$ cat src/rtl/pc_sequencer_if.sv
// pc_sequencer_if: control inputs and fetch outputs between the sequencer and its datapath/bench.
interface pc_sequencer_if #(parameter int CNT_W = 16);
  logic             start;
  logic             stall;
  logic [2:0]       opcode;
  logic             branch_taken;
  logic [7:0]       branch_offset;
  logic             jump;
  logic [7:0]       jump_target;
  logic [7:0]       pcip;
  logic             pc_valid;
  logic             halted;
  logic             wrap;
  logic [CNT_W-1:0] instr_count;
  modport master (
    output start, stall, opcode, branch_taken, branch_offset, jump, jump_target,
    input  pcip, pc_valid, halted, wrap, instr_count
  );
  modport slave (
    input  start, stall, opcode, branch_taken, branch_offset, jump, jump_target,
    output pcip, pc_valid, halted, wrap, instr_count
  );
endinterface

$ cat src/rtl/pc_sequencer.sv
// pc_sequencer: program-counter generator with IDLE/RUN/HALT control, redirects, stall
// and a saturating retired-instruction counter.
module pc_sequencer #(
  parameter logic [7:0] RESET_PC    = 8'h00,
  parameter logic [2:0] HALT_OPCODE = 3'b111,
  parameter int         CNT_W       = 16
) (
  input logic clk,
  input logic rst_n,
  pc_sequencer_if.slave bus
);
  typedef enum logic [1:0] {S_IDLE, S_RUN, S_HALT} state_t;
  state_t           r_state, w_state;
  logic [7:0]       r_pc, w_pc;
  logic             r_wrap, w_wrap;
  logic [CNT_W-1:0] r_cnt, w_cnt;
  logic             w_retire;
  always_comb begin
    w_state  = r_state;
    w_pc     = r_pc;
    w_wrap   = 1'b0;
    w_retire = 1'b0;
    unique case (r_state)
      S_IDLE: w_state = bus.start ? S_RUN : S_IDLE;
      S_RUN: if (!bus.stall) begin
        w_retire = 1'b1;
        if (bus.opcode == HALT_OPCODE) w_state = S_HALT;
        else if (bus.jump) w_pc = bus.jump_target;
        else if (bus.branch_taken) w_pc = r_pc + 8'd1 + bus.branch_offset;
        else begin
          w_pc   = r_pc + 8'd1;
          w_wrap = r_pc == 8'hFF;
        end
      end
      S_HALT: if (bus.start) begin
        w_state = S_RUN;
        w_pc    = r_pc + 8'd1;
        w_wrap  = r_pc == 8'hFF;
      end
      default: w_state = S_IDLE;
    endcase
    w_cnt = (w_retire && r_cnt != '1) ? r_cnt + 1'b1 : r_cnt;
  end
  always_ff @(posedge clk or negedge rst_n)
    if (!rst_n) begin
      r_state <= S_IDLE;
      r_pc    <= RESET_PC;
      r_wrap  <= 1'b0;
      r_cnt   <= '0;
    end else begin
      r_state <= w_state;
      r_pc    <= w_pc;
      r_wrap  <= w_wrap;
      r_cnt   <= w_cnt;
    end
  assign bus.pcip        = r_pc;
  assign bus.wrap        = r_wrap;
  assign bus.instr_count = r_cnt;
  assign bus.pc_valid    = r_state == S_RUN;
  assign bus.halted      = r_state == S_HALT;
endmodule

$ cat src/flat_wrapper.sv
// flat-port wrapper written by rule: the top's interface ports become plain ports
module pc_sequencer_flat 
#(
  parameter logic [7:0] RESET_PC    = 8'h00,
  parameter logic [2:0] HALT_OPCODE = 3'b111,
  parameter int         CNT_W       = 16
)
  (clk, rst_n, bus_start, bus_stall, bus_opcode, bus_branch_taken, bus_branch_offset, bus_jump, bus_jump_target, bus_pcip, bus_pc_valid, bus_halted, bus_wrap, bus_instr_count);
  pc_sequencer_if #(.CNT_W(CNT_W)) bus_i ();
  input logic clk;
  input logic rst_n;
  input wire logic [$bits(bus_i.start)-1:0] bus_start;
  input wire logic [$bits(bus_i.stall)-1:0] bus_stall;
  input wire logic [$bits(bus_i.opcode)-1:0] bus_opcode;
  input wire logic [$bits(bus_i.branch_taken)-1:0] bus_branch_taken;
  input wire logic [$bits(bus_i.branch_offset)-1:0] bus_branch_offset;
  input wire logic [$bits(bus_i.jump)-1:0] bus_jump;
  input wire logic [$bits(bus_i.jump_target)-1:0] bus_jump_target;
  output wire logic [$bits(bus_i.pcip)-1:0] bus_pcip;
  output wire logic [$bits(bus_i.pc_valid)-1:0] bus_pc_valid;
  output wire logic [$bits(bus_i.halted)-1:0] bus_halted;
  output wire logic [$bits(bus_i.wrap)-1:0] bus_wrap;
  output wire logic [$bits(bus_i.instr_count)-1:0] bus_instr_count;
  assign bus_i.start = bus_start;
  assign bus_i.stall = bus_stall;
  assign bus_i.opcode = bus_opcode;
  assign bus_i.branch_taken = bus_branch_taken;
  assign bus_i.branch_offset = bus_branch_offset;
  assign bus_i.jump = bus_jump;
  assign bus_i.jump_target = bus_jump_target;
  assign bus_pcip = bus_i.pcip;
  assign bus_pc_valid = bus_i.pc_valid;
  assign bus_halted = bus_i.halted;
  assign bus_wrap = bus_i.wrap;
  assign bus_instr_count = bus_i.instr_count;
  pc_sequencer #(.RESET_PC(RESET_PC), .HALT_OPCODE(HALT_OPCODE), .CNT_W(CNT_W)) u_core (.clk(clk), .rst_n(rst_n), .bus(bus_i));
endmodule
$ cat config.mk
export PLATFORM = sky130hd
export DESIGN_NAME = pc_sequencer_flat
export DESIGN_NICKNAME = d
export VERILOG_FILES = /design/src/rtl/pc_sequencer_if.sv /design/src/rtl/pc_sequencer.sv /design/src/flat_wrapper.sv
export SDC_FILE = /design/constraint.sdc
export NUM_CORES = 1
export LEC_CHECK = 0
export CAP_MARGIN = 30
export CORE_MARGIN = 4
export CORE_UTILIZATION = 63
export CTS_CLUSTER_SIZE = 30
export DETAILED_ROUTE_END_ITERATION = 10
export DONT_BUFFER_PORTS = 1
export HOLD_SLACK_MARGIN = 0.08
export PLACE_DENSITY = 0.84
export SLEW_MARGIN = 20
export SYNTH_ARGS = -nofsm -noshare
export SYNTH_HDL_FRONTEND = slang
export SYNTH_SLANG_ARGS = --single-unit
$ cat constraint.sdc
create_clock -name clk -period 3.1 [get_ports clk]
set_input_delay 0.465 -clock clk [delete_from_list [all_inputs] [get_ports clk]]
set_output_delay 0.465 -clock clk [all_outputs]
set_load 0.005 [all_outputs]
Yosys cells after proc, flatten, opt, wreduce, memory -nomap -nowiden:

Index checks and enable logic that the tools add are counted.

* add/sub/neg operators: 3
* equality and inequality tests: 9
* mux-type cells: 19
* reductions and logical operators: 5

Operators with widths (number)
* $mux 8: 5
* $add 16x1->16 const B: 1
* $ne 16x16->1 const B: 1
* $pmux 8 s2: 1
* $add 8x1->8 const B: 1
* $add 8x8->8: 1
* $eq 8x8->1 const B: 1
* $mux 1: 8
* $mux 2: 3
* $ne 2x2->1 const B: 3
* $pmux 2 s3: 1
* $reduce_and 4->1: 1
* $eq 3x3->1 const B: 1
* $reduce_and 3->1: 1
* $eq 2x1->1 const B: 1
* $eq 2x2->1 const B: 1
* $logic_not 2->1: 1
* $ne 2x1->1 const B: 1
* $pmux 1 s2: 1
* $reduce_bool 2->1: 1
* $logic_and 1x1->1: 1

* register bits: 27
* input bits: 25
* output and inout bits: 27
* word-level logic and storage cells: 40

Longest topological paths before layout:

* depth in word-level cells: 7
* mapped depth: 10
* mapped depth without buffers: 10

Least setup slack after synthesis:

OpenSTA, ideal clock, no wires.

* path type: register to register
* start: register u_core.r_pc[0], in the netlist u_core.bus.pcip[0]
* end: register u_core.r_pc[7], in the netlist u_core.bus.pcip[7]
* data arrival time: 2147 ps
* required time: 2974 ps
* slack: 827 ps
* stages on the path, launching flop included: 10
* buffers on the path: 0
* clock period less this slack: 2273 ps
* path through: dfrtp_1 ha_1 nand3_1 xnor2_1 ha_1 nand3_1 o2111ai_1 o211ai_1 xor2_1 a221o_1

* longest elaborated chain between the ends: 7

Ends and longest elaborated chain
* start, declared: RTL line pc_sequencer.sv:14 `logic [7:0] r_pc, w_pc;`
* start signal, assigned: RTL line pc_sequencer.sv:52 `r_pc <= w_pc;`
* $add 8x1->8 (*): RTL line pc_sequencer.sv:29, pc_sequencer.sv:31, pc_sequencer.sv:37
* $add 8x8->8: RTL line pc_sequencer.sv:29 `else if (bus.branch_taken) w_pc = r_pc + 8'd1 + bus.branch_offset;`
* $mux 8: RTL line pc_sequencer.sv:29
* $mux 8: RTL line pc_sequencer.sv:28 `else if (bus.jump) w_pc = bus.jump_target;`
* $mux 8: RTL line pc_sequencer.sv:27 `if (bus.opcode == HALT_OPCODE) w_state = S_HALT;`
* $mux 8: RTL line pc_sequencer.sv:25 `S_RUN: if (!bus.stall) begin`
* $pmux 8 s2 (*): RTL line pc_sequencer.sv:23 `unique case (r_state)`

Every way passes the cells marked *; elsewhere a longest branch is shown, timed or not. The select of a mux whose other input is x is not followed.
A chain may end at the register's enable or synchronous reset.

Worst setup path after layout:

Same ends and word-level chain as after synthesis.

==> results.py <==
metrics = {
    "global_route": {
        "grt_pass1_vias": 1600,
        "grt_pass1_wl_mm": 7.69,
        "grt_max_degree": 28,
        "antenna_found_initial": 0,
        "track_usage_pct": 24.1,
        "overflow": 0,
    },
    "synthesis": {
        "synth.most_common_cell": "dfrtp_1",
        "synth_edf_count": 0,
        "yosys-top-cells-area": "dfrtp_1, xnor2_1, ha_1",
        "ys_ff_latch": 27,
        "synth_seq_area_share_pct": 35.5,
        "synth_top_family_by_area": "simple AND/OR/NAND/NOR gates",
        "yosys.area_share.simple_pct": 20.3,
        "synth_fa_ha_area_share_pct": 9.61,
        "avgSynthCellArea_um2": 9.27,
        "synthesis.nets": 244,
        "synth.cells.most_frequent": "dfrtp_1, xnor2_1, nand2_1",
        "async_flop_share_pct": 100,
        "syn_inst": 205,
        "syn_area_um2": 1900,
        "synthMuxAreaShare_pct": 1.18,
        "synth_top_area_cell": "dfrtp_1",
        "synth_compound_area_share_pct": 18.4,
        "ys.flop_type": "dfrtp_1",
        "synthDistinctLibCells": 47,
        "yosysWarnings": 0,
        "synth_top_area_share_pct": 35.5,
        "yosys.area_share.xor_xnor_pct": 12.7,
    },
    "run_status": {
        "status": "complete, no violations",
    },
    "clock_tree": {
        "clock-sinks": 27,
        "hold_buffers": 2,
        "cts_made_buffers": 3,
        "clockBufferDepth": 2,
        "cts_root_buf": "clkbuf_4",
        "cts_tree": "yes",
        "clk_latency_ns": 0.32,
        "cts-resized-gates": 0,
        "postCtsSetupRepairBufs": 0,
        "h-tree-depth": 1,
        "clkSlewWorstSetupHoldPaths_ns": 0.14,
    },
    "die": {
        "die_x_um": 62.9,
        "row_count": 19,
        "die-area_um2": 3960,
        "core-area_um2": 2830,
        "io_pins": 52,
        "die_h_um": 62.9,
        "initial_core_util_pct": 67.2,
    },
    "place": {
        "gp_congestion": 0.952,
        "dpl_cell_area_um2": 1920,
        "hpwl_mm": 3.42,
        "dpl_worst_slack_ns": 0.604,
        "portBuffers": 0,
    },
    "timing": {
        "period_needed_ns": 2.55,
        "hold_viol": 0,
        "setup_viol": 0,
        "worst_pin_slew_ns": 0.834,
        "rsz0062_at_grt": "false",
        "layout_setup_ws_ns": 0.547,
        "max_freq_ghz": 0.392,
        "period_share_pct": 82.4,
        "hold_slack_ns": 0.312,
        "timing.setup.tns_ns": 0,
        "max-slew-margin-rel_pct": 44.2,
        "drv_slew": 0,
        "skew_ns": 0.00356,
    },
    "critical_path": {
        "end_kind": "register",
        "setup.worst_path.class": "reg -> reg",
        "arrival_ns": 2.78,
        "critPathMaxStageDelay_ns": 0.50,
        "crit_path_start_kind": "register",
        "crit_fanout": 6,
        "path_cells": "ha_1 -> nand3_1 -> xnor2_1 -> ha_1 -> nand3_1 -> o2111ai_1 -> o211ai_1 -> xor2_1 -> a221o_1",
        "crit_required_ns": 3.32,
        "slowest_stage": "dfrtp_1",
    },
    "layout": {
        "final_area_um2": 1980,
        "diodes": 0,
        "finalNetCount": 246,
        "area_delta_synth_final_pct": 4.02,
        "drive_gt1_share_pct": 4.37,
    },
    "pwr": {
        "peakVddDrop_v": 0.000695,
        "p_per_area_nw_per_um2": 823,
        "power.leakage_uw": 0.000835,
    },
    "routing": {
        "routedWlPerCell_um": 19.4,
        "vias": 1627,
        "totalWireLength_mm": 4.60,
        "drtPass1Iterations": 4,
        "drc": 0,
        "drt_iter0_markers": 87,
        "vias_per_cell": 6.86,
        "ant_nets": 0,
    },
    "worst_hold_path": {
        "min_path_type": "in -> reg",
    },
    "flow_run": {
        "drv_cap": 0,
    },
}
metal layers:
metal,vias to the layer above,GRT usage (%),wire (um)
met1,792,28.3,1800
met2,69,42.7,2360
met4,0,7.44,90
met5,-,0,0
li1,755,-,-
met3,11,6.12,350
placed cells by master, fill, tap and decap left out, types with 2 or more instances in the layout:
master and instances:
o21ai_0 6, a31oi_1 3, o31ai_1 2, nand3_1 13, a22oi_1 5, nand2b_1 3, ha_1 13, nand2_1 18
nor4_1 3, a21oi_1 13, nor2_1 8, clkbuf_4 3, o21ai_1 5, a22o_1 2, a21boi_1 2, xnor2_1 19
mux2_1 2, nor3_1 5, or3_1 2, dfrtp_1 27, inv_1 6, xor2_1 6, nand4_1 6, o211ai_1 3
nor2b_1 6
path summary, 6_finish.rpt:
| check | cells after the start | endpoint | slack (ns) | from |
|---|---|---|---|---|
| max | 9 | u_core.bus.pcip[7] | 0.55 | u_core.bus.pcip[0] |
| min | 2 | u_core.bus.wrap | 0.31 | bus_start |
| max reg2reg | 9 | u_core.bus.pcip[7] | 0.55 | u_core.bus.pcip[0] |
| min reg2reg | 1 | u_core.bus.instr_count[10] | 0.53 | u_core.bus.instr_count[10] |
| max in group asynchronous | 2 | u_core.bus.pcip[4] | 2.36 | rst_n |
| min in group asynchronous | 2 | u_core.bus.wrap | 0.58 | rst_n |
where the power goes:
part           internal (uW)  switching (uW)
combinational            388             468
clock                   50.4             103
sequential               439             176
total                    878             748
flip-flops by register name (all words and copies together) (netlist names):
signal,cells
u_core.r_state,2
u_core.bus.instr_count,16
u_core.bus.pcip,8
u_core.bus.wrap,1
layout make-up:
cell class	instances	area (um^2)
clock buffers	4	26.3
fillers	227	852
multi-input cells	167	1180
well taps	31	38.8
repair buffers	2	30.0
inverters	6	22.5
flip-flops and latches	27	676
stage by stage:
step                power, uW  utilization, %  instances
finish                   1630            69.9        237
global route             1770            69.9        237
CTS                      1620            69.9        237
detailed placement       1450            67.9        231
global placement         1390            67.9        231
floorplan                1260               -        205
logic make-up (layout without fill, tap and decap cells):
kind of cell	after synthesis	in the layout
AOI/OAI and AO/OA	53	53
xor gates and xnor gates	26	26
adders and majority gates	14	14
buffers and inverters	11	12
DFF	27	27
muxes	2	2
and+or+nand+nor	72	72
critical path, delay by kind of cell, from the launching register on:
family                   cells  cell delay, ns
AO/OA/AOI/OAI                3            0.66
adder cells (fa/ha/maj)      2            0.65
flip-flops                   1            0.50
XOR/XNOR                     2            0.35
AND/OR/NAND/NOR              2            0.28
Power figures use the tool's default switching activity.
